## config.mk

```make
export PLATFORM = sky130hd
export DESIGN_NAME = frogger_lane_engine
export DESIGN_NICKNAME = d
export VERILOG_FILES = /design/src/rtl/frogger_pkg.sv /design/src/rtl/frogger_lane.sv /design/src/rtl/frogger_lane_engine.sv
export SDC_FILE = /design/constraint.sdc
export NUM_CORES = 1
export LEC_CHECK = 0
export ABC_CLOCK_PERIOD_IN_PS = 3500
export BUFFER_PORTS_ARGS = -buffer_cell sky130_fd_sc_hd__buf_4
export CORE_MARGIN = 2
export CORE_UTILIZATION = 35
export CTS_CLUSTER_SIZE = 10
export DETAILED_ROUTE_END_ITERATION = 8
export GPL_TIMING_DRIVEN = 0
export MAX_ROUTING_LAYER = met4
export SLEW_MARGIN = 10
export SYNTH_ARGS = -nofsm -noshare
export SYNTH_HDL_FRONTEND = slang
export SYNTH_SLANG_ARGS = --single-unit
```

## constraint.sdc

```tcl
create_clock -name i_Clk -period 3.5 [get_ports i_Clk]
set_clock_uncertainty 0.2 [all_clocks]
set_input_delay 0.175 -clock i_Clk [delete_from_list [all_inputs] [get_ports i_Clk]]
set_output_delay 0.175 -clock i_Clk [all_outputs]
set_load 0.02 [all_outputs]
```

## src/rtl/frogger_pkg.sv

```systemverilog
// Shared Frogger definitions: engine state encoding, coordinate widths and
// car placement/stepping helpers.
package frogger_pkg;

  localparam int unsigned COORD_W   = 5;
  localparam int unsigned TILE_SIZE = 32;
  localparam int unsigned CNT_W     = 8;
  localparam int unsigned STATE_W   = 2;

  typedef enum logic [STATE_W-1:0] {
    IDLE    = 2'd0,
    RUNNING = 2'd1,
    FREEZE  = 2'd2
  } eng_state_e;

  // Starting column of car `car` in lane `lane`; cars are spread evenly across the row.
  function automatic logic [COORD_W-1:0] init_x(input int unsigned lane,
                                                input int unsigned car,
                                                input int unsigned cars_per_lane,
                                                input int unsigned grid_w);
    return COORD_W'((car * (grid_w / cars_per_lane) + lane) % grid_w);
  endfunction

  // One-tile move with wrap at either edge of the playfield.
  function automatic logic [COORD_W-1:0] step_x(input logic [COORD_W-1:0] x,
                                                input logic               dir,
                                                input int unsigned        grid_w);
    if (!dir) begin
      return (x == COORD_W'(grid_w - 1)) ? '0 : x + COORD_W'(1);
    end
    return (x == '0) ? COORD_W'(grid_w - 1) : x - COORD_W'(1);
  endfunction

endpackage

```

## src/rtl/frogger_lane.sv

```systemverilog
// One road lane: car X registers, frame-period counter, stepping, and
// combinational draw/frog match against the lane's tile row.
module frogger_lane
  import frogger_pkg::*;
#(
  parameter int unsigned LANE_IDX      = 0,
  parameter int unsigned CARS_PER_LANE = 2,
  parameter int unsigned GRID_W        = 14,
  parameter int unsigned LANE_ROW      = 7
) (
  input  logic               clk_i,
  input  logic               rst_i,
  input  logic               load_i,
  input  logic               clear_i,
  input  logic               tick_i,
  input  logic               dir_i,
  input  logic [CNT_W-1:0]   period_i,
  input  logic [COORD_W-1:0] col_i,
  input  logic [COORD_W-1:0] row_i,
  input  logic [COORD_W-1:0] frog_x_i,
  input  logic [COORD_W-1:0] frog_y_i,
  output logic               draw_match_c_o,
  output logic               frog_match_c_o
);

  logic [CARS_PER_LANE-1:0][COORD_W-1:0] car_x_q, car_x_d;
  logic [CNT_W-1:0]                      cnt_q, cnt_d;
  logic                                  step_c;
  logic                                  col_hit_c;
  logic                                  frog_hit_c;

  // Period counter; a counter already past a shortened period steps on the next tick.
  always_comb begin
    cnt_d  = cnt_q;
    step_c = 1'b0;
    if (load_i || clear_i) begin
      cnt_d = '0;
    end else if (tick_i) begin
      if (period_i == '0) begin
        cnt_d = '0;
      end else if (cnt_q >= period_i - CNT_W'(1)) begin
        cnt_d  = '0;
        step_c = 1'b1;
      end else begin
        cnt_d = cnt_q + CNT_W'(1);
      end
    end
  end

  always_comb begin
    car_x_d = car_x_q;
    for (int unsigned k = 0; k < CARS_PER_LANE; k++) begin
      if (load_i) begin
        car_x_d[k] = init_x(LANE_IDX, k, CARS_PER_LANE, GRID_W);
      end else if (step_c) begin
        car_x_d[k] = step_x(car_x_q[k], dir_i, GRID_W);
      end
    end
  end

  always_ff @(posedge clk_i or posedge rst_i) begin
    if (rst_i) begin
      cnt_q <= '0;
      for (int unsigned k = 0; k < CARS_PER_LANE; k++) begin
        car_x_q[k] <= init_x(LANE_IDX, k, CARS_PER_LANE, GRID_W);
      end
    end else begin
      cnt_q   <= cnt_d;
      car_x_q <= car_x_d;
    end
  end

  always_comb begin
    col_hit_c  = 1'b0;
    frog_hit_c = 1'b0;
    for (int unsigned k = 0; k < CARS_PER_LANE; k++) begin
      if (car_x_q[k] == col_i)    col_hit_c  = 1'b1;
      if (car_x_q[k] == frog_x_i) frog_hit_c = 1'b1;
    end
  end

  assign draw_match_c_o = col_hit_c && (row_i == COORD_W'(LANE_ROW))
                          && (col_i < COORD_W'(GRID_W));
  assign frog_match_c_o = frog_hit_c && (frog_y_i == COORD_W'(LANE_ROW));

endmodule

```

## src/rtl/frogger_lane_engine.sv

```systemverilog
// Multi-lane obstacle engine: per-lane car movement, registered draw flag,
// frog collision detection and the hit-freeze state machine.
module frogger_lane_engine
  import frogger_pkg::*;
#(
  parameter int unsigned NUM_LANES       = 5,
  parameter int unsigned CARS_PER_LANE   = 2,
  parameter int unsigned GRID_W          = 14,
  parameter int unsigned FIRST_LANE_ROW  = 7,
  parameter int unsigned HIT_HOLD_FRAMES = 60
) (
  input  logic                       i_Clk,
  input  logic                       i_Reset,
  input  logic                       i_Enable,
  input  logic                       i_Frame_Tick,
  input  logic [NUM_LANES-1:0]       i_Lane_Dir,
  input  logic [CNT_W*NUM_LANES-1:0] i_Lane_Period,
  input  logic [COORD_W-1:0]         i_Col_Count_Div,
  input  logic [COORD_W-1:0]         i_Row_Count_Div,
  input  logic [COORD_W-1:0]         i_Frog_X,
  input  logic [COORD_W-1:0]         i_Frog_Y,
  output logic                       o_Draw_Car,
  output logic                       o_Collide,
  output logic                       o_Hit,
  output logic [STATE_W-1:0]         o_State
);

  eng_state_e           state_q, state_d;
  logic [CNT_W-1:0]     hold_q, hold_d;
  logic                 draw_q, collide_q, hit_q;
  logic                 hit_c;
  logic                 draw_c, collide_c;
  logic                 lane_load_c, lane_clear_c, lane_tick_c;
  logic [NUM_LANES-1:0] lane_draw_c, lane_frog_c;

  assign lane_load_c  = (state_q == IDLE);
  assign lane_clear_c = hit_c;
  assign lane_tick_c  = i_Frame_Tick && i_Enable && (state_q == RUNNING) && !hit_c;

  for (genvar l = 0; l < NUM_LANES; l++) begin : g_lane
    frogger_lane #(
      .LANE_IDX      (l),
      .CARS_PER_LANE (CARS_PER_LANE),
      .GRID_W        (GRID_W),
      .LANE_ROW      (FIRST_LANE_ROW + l)
    ) u_lane (
      .clk_i          (i_Clk),
      .rst_i          (i_Reset),
      .load_i         (lane_load_c),
      .clear_i        (lane_clear_c),
      .tick_i         (lane_tick_c),
      .dir_i          (i_Lane_Dir[l]),
      .period_i       (i_Lane_Period[CNT_W*l +: CNT_W]),
      .col_i          (i_Col_Count_Div),
      .row_i          (i_Row_Count_Div),
      .frog_x_i       (i_Frog_X),
      .frog_y_i       (i_Frog_Y),
      .draw_match_c_o (lane_draw_c[l]),
      .frog_match_c_o (lane_frog_c[l])
    );
  end

  assign draw_c    = |lane_draw_c;
  assign collide_c = |lane_frog_c;

  // Hits fire only on a rising collision edge, so an overlap persisting out of FREEZE is ignored.
  always_comb begin
    state_d = state_q;
    hold_d  = hold_q;
    hit_c   = 1'b0;
    case (state_q)
      IDLE: begin
        hold_d = '0;
        state_d = RUNNING;
      end
      RUNNING: begin
        hold_d = '0;
        if (collide_c && !collide_q) begin
          hit_c   = 1'b1;
          state_d = FREEZE;
        end
      end
      FREEZE: begin
        if (i_Frame_Tick) begin
          if (hold_q == CNT_W'(HIT_HOLD_FRAMES - 1)) begin
            hold_d  = '0;
            state_d = RUNNING;
          end else begin
            hold_d = hold_q + CNT_W'(1);
          end
        end
      end
      default: begin
        hold_d  = '0;
        state_d = IDLE;
      end
    endcase
    if (!i_Enable) begin
      hit_c   = 1'b0;
      hold_d  = '0;
      state_d = IDLE;
    end
  end

  always_ff @(posedge i_Clk or posedge i_Reset) begin
    if (i_Reset) begin
      state_q   <= IDLE;
      hold_q    <= '0;
      draw_q    <= 1'b0;
      collide_q <= 1'b0;
      hit_q     <= 1'b0;
    end else begin
      state_q   <= state_d;
      hold_q    <= hold_d;
      draw_q    <= draw_c;
      collide_q <= collide_c;
      hit_q     <= hit_c;
    end
  end

  assign o_Draw_Car = draw_q;
  assign o_Collide  = collide_q;
  assign o_Hit      = hit_q;
  assign o_State    = STATE_W'(state_q);

endmodule
```

==> results of run 1 <==
-- flip-flops by register name, indices dropped and copies added (netlist names) --
| signal | count |
|---|---|
| g_lane.u_lane.car_x_q | 50 |
| g_lane.u_lane.cnt_q | 40 |
| hold_q | 8 |
| o_Collide | 1 |
| o_Draw_Car | 1 |
| o_Hit | 1 |
| o_State | 2 |
-- layout by cell type (no fill, tap or decap), types with 11 or more instances in the layout --
cell type	instances
ha_1	86
nor4_1	27
nand3b_1	13
a21o_1	20
nor2_1	94
xor2_1	104
a21oi_1	47
clkbuf_1	34
inv_1	58
buf_2	30
nand2_1	85
o21ai_0	61
dfstp_2	16
dfrtp_1	87
nand2b_1	19
nor3_1	53
nand4_1	21
xnor2_1	55
nor2b_1	13
buf_4	74
a211oi_1	11
a31oi_1	21
nand3_1	73
o211ai_1	14
-- metrics by stage --
stage | std cells | cell area [um^2] | utilization
2_1_floorplan | 1260 | 10300 | -
3_3_place_gp | 1708 | 11200 | 0.391
3_5_place_dp | 1709 | 11300 | 0.392
4_1_cts | 1728 | 11600 | 0.404
5_1_grt | 1730 | 11700 | 0.406
6_report | 1730 | 11700 | 0.406
-- critical path, delay by kind of cell, from the launching register on --
kind                      cells  cell delay [ns]
xor gates and xnor gates      1             0.21
and+or+nand+nor               2             0.84
buffers and inverters         2             0.44
AOI/OAI and AO/OA             4             1.00
DFF                           1             0.52
-- final timing paths --
| path | startpoint | to | slack (ns) |
|---|---|---|---|
| max in group asynchronous | i_Reset | g_lane[3].u_lane.car_x_q[1] | 2.19 |
| min in group asynchronous | i_Reset | g_lane[3].u_lane.cnt_q[0] | 0.20 |
| worst max register to register | g_lane[1].u_lane.car_x_q[8] | g_lane[0].u_lane.car_x_q[0] | 0.14 |
| worst min-delay path | i_Lane_Dir[0] | g_lane[0].u_lane.car_x_q[7] | 0.03 |
| worst max-delay path | g_lane[1].u_lane.car_x_q[8] | g_lane[0].u_lane.car_x_q[0] | 0.14 |
| worst min register to register | hold_q[4] | hold_q[4] | 0.36 |
-- cells by family (layout without fill, tap and decap cells) --
logic type      count (synthesis)  after routing  synth area share
fa+ha+maj                      86             86             0.105
compound gates                284            284             0.194
flops                         103            103             0.253
xor+xnor                      159            159             0.135
simple gates                  470            470             0.240
mux                            11             11            0.0110
buf+inv                       147            233            0.0627
-- power by group --
| part | internal, mW | total (mW) | switching, mW |
|---|---|---|---|
| logic | 0.260 | 0.666 | 0.406 |
| clock network | 0.574 | 1.12 | 0.548 |
| registers | 1.22 | 1.25 | 0.0363 |
| total | 2.05 | 3.04 | 0.991 |
-- layout make-up --
| cell class | count | area, um^2 | share of cell area |
|---|---|---|---|
| repair buffers | 71 | 573 | 0.0491 |
| inverters | 59 | 226 | 0.0194 |
| plain buffers | 87 | 427 | 0.0365 |
| flip-flops and latches | 103 | 2600 | 0.222 |
| clock inverters | 7 | 83.8 | 0.00718 |
| well taps | 384 | 480 | 0.0411 |
| multi-input cells | 1010 | 7070 | 0.605 |
| clock buffers | 9 | 225 | 0.0193 |
-- layer usage --
metal,vias to the layer above,track usage,routed length [um]
met1,4631,0.278,14300
met5,-,-,0
met4,0,0.0644,860
li1,4750,-,-
met3,54,0.0368,1840
met2,300,0.322,13900
-- timing repair --
item / CTS / global route
setup endpoints to repair: 0 / 33
endpoints found under the hold margin: 45 / 0
hold buffers: 3 / 0
resized for setup: 0 / 7
buffers inserted: 0 / 3
==> impl_metrics.csv, run 1 <==
group,metric,value,unit
status,status,"finished clean",
drt,finalWirelength,30900,um
global_route,grt.total_usage,0.209,
floorplan,core_area,0.0288,mm^2
floorplan,num_io_pins,74,
global_route,grt-ovfl-total,0,
setup_path,cpMaxStageDelayCell,"nor3_1",
drt,viasPerCell,5.63,
floorplan,die_area,0.0308,mm^2
setup_path,worstPathArrival,3.38,ns
logic_synthesis,synth_top_area_frac,0.212,
min_path,min_path_type,"in2reg",
logic_synthesis,netlist_top_cells_area,"dfrtp_1, ha_1, xor2_1",
min_path,hold_depth,4,
logic_synthesis,async_flop_share,1.00,
global_route,grt_pass1_wl,50300,um
sta,relSlewSlack,0.150,
sta,setup_ws,0.135,ns
setup_path,start_kind,"flip-flop",
drt,vias,9735,
logic_synthesis,syn_area_per_cell,8.16,um^2
cts,cts.sinks,103,
place,io_buffers,64,
place,routabilityCongestion,0.888,
final_layout,diodes,0,
cts,cts_tree,"done",
final_layout,final_nets,1496,
logic_synthesis,yosysWarnings,0,
floorplan,initial_utilization,0.357,
global_route,grt_max_degree,55,
sta,min_period,3.36,ns
place,detailedPlace.worstSlack,0.0975,ns
cts,h-tree-depth,3,
sta,fin_crit_sh,0.961,
drt,drt_first_pass_iters,5,
sta,worstMarginPinSlew,1.26,ns
logic_synthesis,yosys.cell_types.count,78,
setup_path,reg2reg_depth,9,
job,max-cap-violations,0,
setup_path,crit_chain,"buf_2 -> xor2_1 -> nor4_2 -> a221oi_2 -> a311o_2 -> a21oi_2 -> buf_4 -> nor3_1 -> a311oi_1",
cts,cts_buffers,9,
cts,cts_root_buffer,"clkbuf_16",
drt,ant_nets,0,
place,dpl.hpwl,22300,um
sta,hold_viol_final,0,
floorplan,die_w,175,um
drt,drc_errors,0,
logic_synthesis,synth_cells,1260,
pwr,peakVddDrop,0.000218,V
logic_synthesis,synth.most_common_cell,"xor2_1",
logic_synthesis,synth_edf_count,0,
sta,fmax,297,MHz
setup_path,slowest_delay,0.75,ns
setup_path,cp-end-kind,"flip-flop",
drt,post_drt_wl_per_cell,17.9,um
logic_synthesis,yosysTopAreaCell,"dfrtp_1",
pwr,powerDensity,260,mW/mm^2
cts,clk_latency,0.37,ns
floorplan,fp.dieH,175,um
sta,hold_ws,0.0283,ns
final_layout,fill_cells,2894,
pwr,p_leak,5.06,nW
sta,drv_slew,0,
logic_synthesis,syn_area,0.0103,mm^2
setup_path,critPathMaxFanout,10,
cts,max-clock-path-buffers,2,
setup_path,crit_type,"reg2reg",
logic_synthesis,ys_seq_elements,103,
logic_synthesis,yosys_most_used_dff,"dfrtp_1",
floorplan,rows,62,
sta,setup_viol_count_final,0,
cts,clk_pin_slew_worst_paths,0.08,ns
pwr,finalPower,3.04,mW
logic_synthesis,synth_fp_nets,1415,
final_layout,syn_to_final_growth,13.6,%
sta,fin_tns_setup,0,ns
logic_synthesis,synthTopCellsByCount,"xor2_1, nor2_1, dfrtp_1",
logic_synthesis,synth-seq-area-share,0.253,
final_layout,drive_gt1_frac,0.140,
setup_path,worstPathRequired,3.51,ns
drt,drt_iter0_markers,987,
global_route,antenna_found_initial,0,
global_route,grt_pass1_vias,9339,
Note: power is estimated with default switching activity, not from simulation.
==> run 2: changes to the inputs <==
Settings changed: CTS_BUF_LIST set to sky130_fd_sc_hd__clkbuf_4 sky130_fd_sc_hd__clkbuf_8.
==> run 2 against run 1 <==
Against the previous run:
- via count up 0.70%
- first-iteration DRC count down 2.7%
- sequential power about the same
- global-route usage about the same
- non-clock buffer count up 3
- sequential share of layout area up 0.14 points
- die area unchanged
- critical path depth up 1
- hold slack better by 0.069 ns
- flip-flop and latch count unchanged
- core utilization down 0.25 points
- routed wire length up 0.31%
- largest cell class unchanged
- highest routed layer unchanged
==> impl_metrics.csv, run 2 (same netlist as run 1, synthesis figures left out) <==
group,metric,value,unit
status,status,"finished clean",
setup_path,critPathMaxFanout,10,
drt,finalWirelength,31000,um
setup_path,crit_chain,"buf_2 -> xor2_1 -> nor4_2 -> a221oi_2 -> a311o_2 -> a21o_1 -> buf_2 -> clkbuf_4 -> nand3_1 -> o211ai_1",
place,place_inst,1709,
final_layout,final_nets,1499,
setup_path,crit_type,"reg2reg",
sta,fin_tns_setup,0,ns
global_route,grt_pass1_wl,50400,um
setup_path,cpMostUsedCell,"buf_2",
sta,hold_viol_final,0,
drt,post_drt_wl_per_cell,17.9,um
final_layout,largest-register,"g_lane.u_lane.car_x_q",
final_layout,fill_cells,2900,
cts,cts_root_buffer,"clkbuf_8",
cts,cts_tree,"done",
final_layout,mostFrequentLayoutCells,"xor2_1, nor2_1, dfrtp_1, ha_1, nand2_1",
final_layout,final_common_cell,"xor2_1",
sta,fmax,298,MHz
sta,hold_ws,0.0968,ns
drt,vias,9803,
setup_path,worstPathRequired,3.63,ns
cts,clk_latency,0.42,ns
min_path,min_path_type,"in2reg",
setup_path,start_kind,"flip-flop",
global_route,antenna_found_initial,0,
floorplan,core_area,0.0288,mm^2
floorplan,fp.dieH,175,um
place,detailedPlace.worstSlack,0.0975,ns
setup_path,slowest_delay,0.53,ns
sta,setup_viol_count_final,0,
place,dpl.hpwl,22300,um
sta,worstMarginPinSlew,1.34,ns
final_layout,drive_gt1_frac,0.139,
cts,clk_pin_slew_worst_paths,0.12,ns
drt,drt_iter0_markers,960,
place,routabilityCongestion,0.888,
sta,drv_slew,0,
final_layout,diodes,0,
drt,drt_first_pass_iters,5,
sta,setup_ws,0.146,ns
job,max-cap-violations,0,
global_route,grt.total_usage,0.209,
cts,max-clock-path-buffers,2,
drt,viasPerCell,5.66,
cts,cts.sinks,103,
global_route,grt-ovfl-total,0,
floorplan,die_w,175,um
cts,cts_buffers,9,
floorplan,initial_utilization,0.357,
final_layout,reg.largest.list,"g_lane.u_lane.car_x_q x50, g_lane.u_lane.cnt_q x40, hold_q x8",
sta,relSlewSlack,0.0949,
floorplan,rows,62,
place,io_buffers,64,
final_layout,syn_to_final_growth,12.9,%
setup_path,worstPathArrival,3.49,ns
sta,fin_crit_sh,0.958,
drt,drc_errors,0,
global_route,grt_max_degree,55,
drt,ant_nets,0,
setup_path,cp_top_family,"compound AO/OA/AOI/OAI gates",
sta,min_period,3.35,ns
floorplan,die_area,0.0308,mm^2
global_route,grt_pass1_vias,9352,
setup_path,worst-path-buf-inv,3,
floorplan,num_io_pins,74,
pwr,finalPower,2.79,mW
final_layout,layout.cells.non_filler,1733,
pwr,p_leak,5.03,nW
setup_path,cpMaxStageDelayCell,"dfstp_2",
cts,h-tree-depth,3,
final_layout,largest_reg_flops,50,
pwr,peakVddDrop,0.000205,V
pwr,powerDensity,241,mW/mm^2
setup_path,cp-end-kind,"flip-flop",
-- run 2: cell types whose count changed in the layout (fill, tap and decap cells not counted), sizes merged --
| cell | change |
|---|---|
| dlygate4sd3 | +3 |
-- run 2: final timing paths --
kind	start	to	slack, ns	cells after the start
max	g_lane[1].u_lane.car_x_q[8]	g_lane[1].u_lane.cnt_q[4]	0.15	10
min	i_Lane_Period[39]	g_lane[4].u_lane.car_x_q[3]	0.1	4
max reg2reg	g_lane[1].u_lane.car_x_q[8]	g_lane[1].u_lane.cnt_q[4]	0.15	10
min reg2reg	hold_q[4]	hold_q[4]	0.37	2
max in group asynchronous	i_Reset	g_lane[2].u_lane.car_x_q[5]	2.22	4
min in group asynchronous	i_Reset	g_lane[0].u_lane.cnt_q[5]	0.14	3
-- run 2: metrics by stage --
step | cell area [um^2] | util
final | 11600 | 0.403
after global routing | 11600 | 0.403
after CTS | 11500 | 0.401
after detailed placement | 11300 | 0.392
after global placement | 11200 | 0.391
after floorplan | 10300 | -
-- run 2: final cells by class --
| cell class | instances | area (um^2) | share of cell area |
|---|---|---|---|
| multi-input combinational | 1010 | 7070 | 0.609 |
| sequential | 103 | 2600 | 0.224 |
| tap | 384 | 480 | 0.0414 |
| clock inverter | 7 | 83.8 | 0.00722 |
| buffer | 87 | 427 | 0.0368 |
| timing repair buffer | 74 | 603 | 0.0520 |
| clock buffer | 9 | 124 | 0.0107 |
| inverter | 59 | 226 | 0.0195 |
-- run 2: timing repair --
item	in CTS	in global routing
setup endpoints to repair	0	33
setup buffers	0	3
resized for setup	0	7
endpoints found under the hold margin	54	0
hold buffers	6	0
-- run 2: report_power, final --
group,internal [mW],switching [mW],leakage (nW)
Combinational,0.261,0.407,3.55
Clock,0.349,0.522,0.108
Sequential,1.22,0.0363,1.37
-- run 2: worst reg2reg max path, cell delays in order (launching register included) --
cell      delay (ns)
dfstp_2         0.53
buf_2           0.22
xor2_1          0.21
nor4_2          0.09
a221oi_2        0.36
a311o_2         0.31
a21o_1          0.32
buf_2           0.35
clkbuf_4        0.34
nand3_1         0.14
o211ai_1        0.21
-- run 2: metal layers --
metal / vias to the layer above / share of wire / track usage
met5: - / 0 / -
met4: 0 / 0.027 / 0.0661
met3: 51 / 0.061 / 0.0344
met2: 290 / 0.45 / 0.326
met1: 4711 / 0.46 / 0.277
li1: 4751 / - / -
==> run 3: changes to the inputs <==
Settings changed: CORE_UTILIZATION 35 to 46, CTS_CLUSTER_SIZE 10 to not set, RECOVER_POWER set to 100.
==> run 3 against run 2 <==
Against the previous run:
- critical path depth fell by 1
- worst setup slack improved by 0.0082 ns
- register-to-register slack barely moved
- largest cell class unchanged
- non-clock buffer count did not move
- clock power fell by 12%
- via count fell by 0.83%
- the run now ends with max-capacitance violations, max-slew violations left
- power fell by 4.5%
- largest power group unchanged
- flip-flop and latch count did not move
- core utilization rose by 12 points
==> impl_metrics.csv, run 3 (same netlist as run 1, synthesis figures left out) <==
group,metric,value,unit
status,violations,"max-capacitance violations, max-slew violations",
floorplan,die_area,0.0236,mm^2
setup_path,crit_type,"reg2reg",
sta,fmax,299,MHz
place,io_buffers,64,
drt,drt_first_pass_iters,6,
final_layout,stdcell_area,0.0114,mm^2
drt,finalWirelength,30100,um
final_layout,final_common_cell,"xor2_1",
sta,drv_slew,36,
sta,setup_viol_count_final,0,
final_layout,reg.largest.list,"g_lane.u_lane.car_x_q x50, g_lane.u_lane.cnt_q x40, hold_q x8",
floorplan,num_io_pins,74,
final_layout,largest_reg_flops,50,
final_layout,diodes,0,
sta,hold_viol_final,0,
floorplan,fp.dieH,154,um
setup_path,start_kind,"flip-flop",
min_path,min_to,"g_lane[4].u_lane.car_x_q[3]",
cts,clk_pin_slew_worst_paths,0.12,ns
final_layout,seq_area,0.00260,mm^2
sta,rsz0062_at_grt,"no",
global_route,grt_max_degree,70,
setup_path,reg2reg_from,"g_lane[2].u_lane.car_x_q[5]",
setup_path,reg2reg_depth,9,
cts,max-clock-path-buffers,2,
floorplan,core_area,0.0219,mm^2
place,detailedPlace.worstSlack,0.0185,ns
status,status,"finished with violations",
drt,post_drt_wl_per_cell,18.5,um
sta,relSlewSlack,-0.0781,
drt,ant_nets,0,
global_route,grt_pass1_vias,9149,
pwr,powerDensity,235,mW/mm^2
place,place_area,0.0111,mm^2
cts,h-tree-depth,3,
setup_path,ff2ff_setup_slack,0.15,ns
min_path,min_path_type,"in2reg",
floorplan,rows,54,
final_layout,final_nets,1499,
final_layout,syn_to_final_growth,10.5,%
final_layout,mostFrequentLayoutCells,"xor2_1, nor2_1, dfrtp_1, ha_1, nand2_1",
cts,cts_root_buffer,"clkbuf_8",
place,place_inst,1605,
drt,vias,9722,
cts,cts_buffers,9,
setup_path,worstPathArrival,3.46,ns
setup_path,cp-end-kind,"flip-flop",
global_route,grt-ovfl-total,0,
final_layout,multiInputGateArea,0.00704,mm^2
drt,drt_iter0_markers,621,
sta,hold_ws,0.0604,ns
setup_path,worstPathRequired,3.61,ns
drt,viasPerCell,5.97,
drt,drc_errors,0,
sta,worstMarginPinSlew,1.61,ns
sta,setup_ws,0.155,ns
cts,cts_tree,"done",
pwr,finalPower,2.67,mW
setup_path,critPathMaxFanout,10,
floorplan,die_w,154,um
pwr,p_leak,4.95,nW
pwr,peakVddDrop,0.000140,V
job,max-cap-violations,1,
min_path,hold_depth,4,
global_route,grt_pass1_wl,49200,um
place,routabilityCongestion,0.907,
final_layout,fill_cells,2205,
floorplan,initial_utilization,0.470,
cts,cts.sinks,103,
final_layout,largest-register,"g_lane.u_lane.car_x_q",
setup_path,rr_endpoint,"g_lane[2].u_lane.car_x_q[4]",
global_route,antenna_found_initial,0,
final_layout,layout.cells.non_filler,1629,
global_route,grt.total_usage,0.264,
min_path,worstHoldStart,"i_Lane_Period[39]",
sta,min_period,3.35,ns
place,dpl.hpwl,21800,um
final_layout,drive_gt1_frac,0.129,
cts,clk_latency,0.40,ns
sta,fin_crit_sh,0.956,
## run 3: repair_timing
item / in CTS / in global routing
setup endpoints to repair: 2 / 42
endpoints found under the hold margin: 94 / 0
pin swaps: 0 / 2
hold buffers: 6 / 0
resized for setup: 1 / 6
setup buffers: 0 / 3
## run 3: worst max-delay path: stages (launching register included)
cell	delay, ns
dfstp_2	0.57
clkbuf_2	0.20
xor2_1	0.19
nor4_2	0.06
a22oi_2	0.42
and4_1	0.32
a21o_1	0.29
clkbuf_4	0.31
nand3_1	0.33
a31o_2	0.36
## run 3: cell type report
type | instances | share of cell area
timing repair buffer | 74 | 0.0479
clock inverter | 6 | 0.00397
tap | 280 | 0.0308
buffer | 87 | 0.0374
sequential | 103 | 0.229
multi-input combinational | 1010 | 0.620
inverter | 59 | 0.0196
clock buffer | 10 | 0.0116
## run 3: routing by layer
| metal | up-vias | GRT usage | wire length, um |
|---|---|---|---|
| li1 | 4754 | - | - |
| met1 | 4665 | 0.367 | 14500 |
| met2 | 266 | 0.402 | 13300 |
| met3 | 37 | 0.0406 | 1660 |
| met4 | 0 | 0.0699 | 612 |
| met5 | - | - | 0 |
## run 3: report_power, final
| part | switching, mW | internal (mW) | total (mW) |
|---|---|---|---|
| combinational | 0.397 | 0.253 | 0.650 |
| sequential | 0.0362 | 1.22 | 1.25 |
| clock | 0.491 | 0.273 | 0.764 |
| total | 0.924 | 1.74 | 2.67 |
## run 3: how the worst max path moves through the flow
stage / startpoint / end / slack [ns]
after floorplan: i_Reset / g_lane[0].u_lane.car_x_q[0] / 0.45
after global placement: i_Reset / g_lane[3].u_lane.car_x_q[4] / -1.22
after detailed placement: g_lane[3].u_lane.car_x_q[0] / g_lane[3].u_lane.cnt_q[5] / 0.02
after CTS: g_lane[3].u_lane.car_x_q[0] / g_lane[2].u_lane.car_x_q[9] / 0.01
after global routing: g_lane[1].u_lane.car_x_q[8] / g_lane[3].u_lane.car_x_q[6] / 0.02
final: g_lane[2].u_lane.car_x_q[5] / g_lane[2].u_lane.car_x_q[4] / 0.15
## run 3: per-stage QoR
step | setup TNS (ns) | util
finish | 0 | 0.519
global route | 0 | 0.519
CTS | 0 | 0.520
detailed placement | 0 | 0.509
global placement | -106.30 | 0.508
floorplan | 0 | -
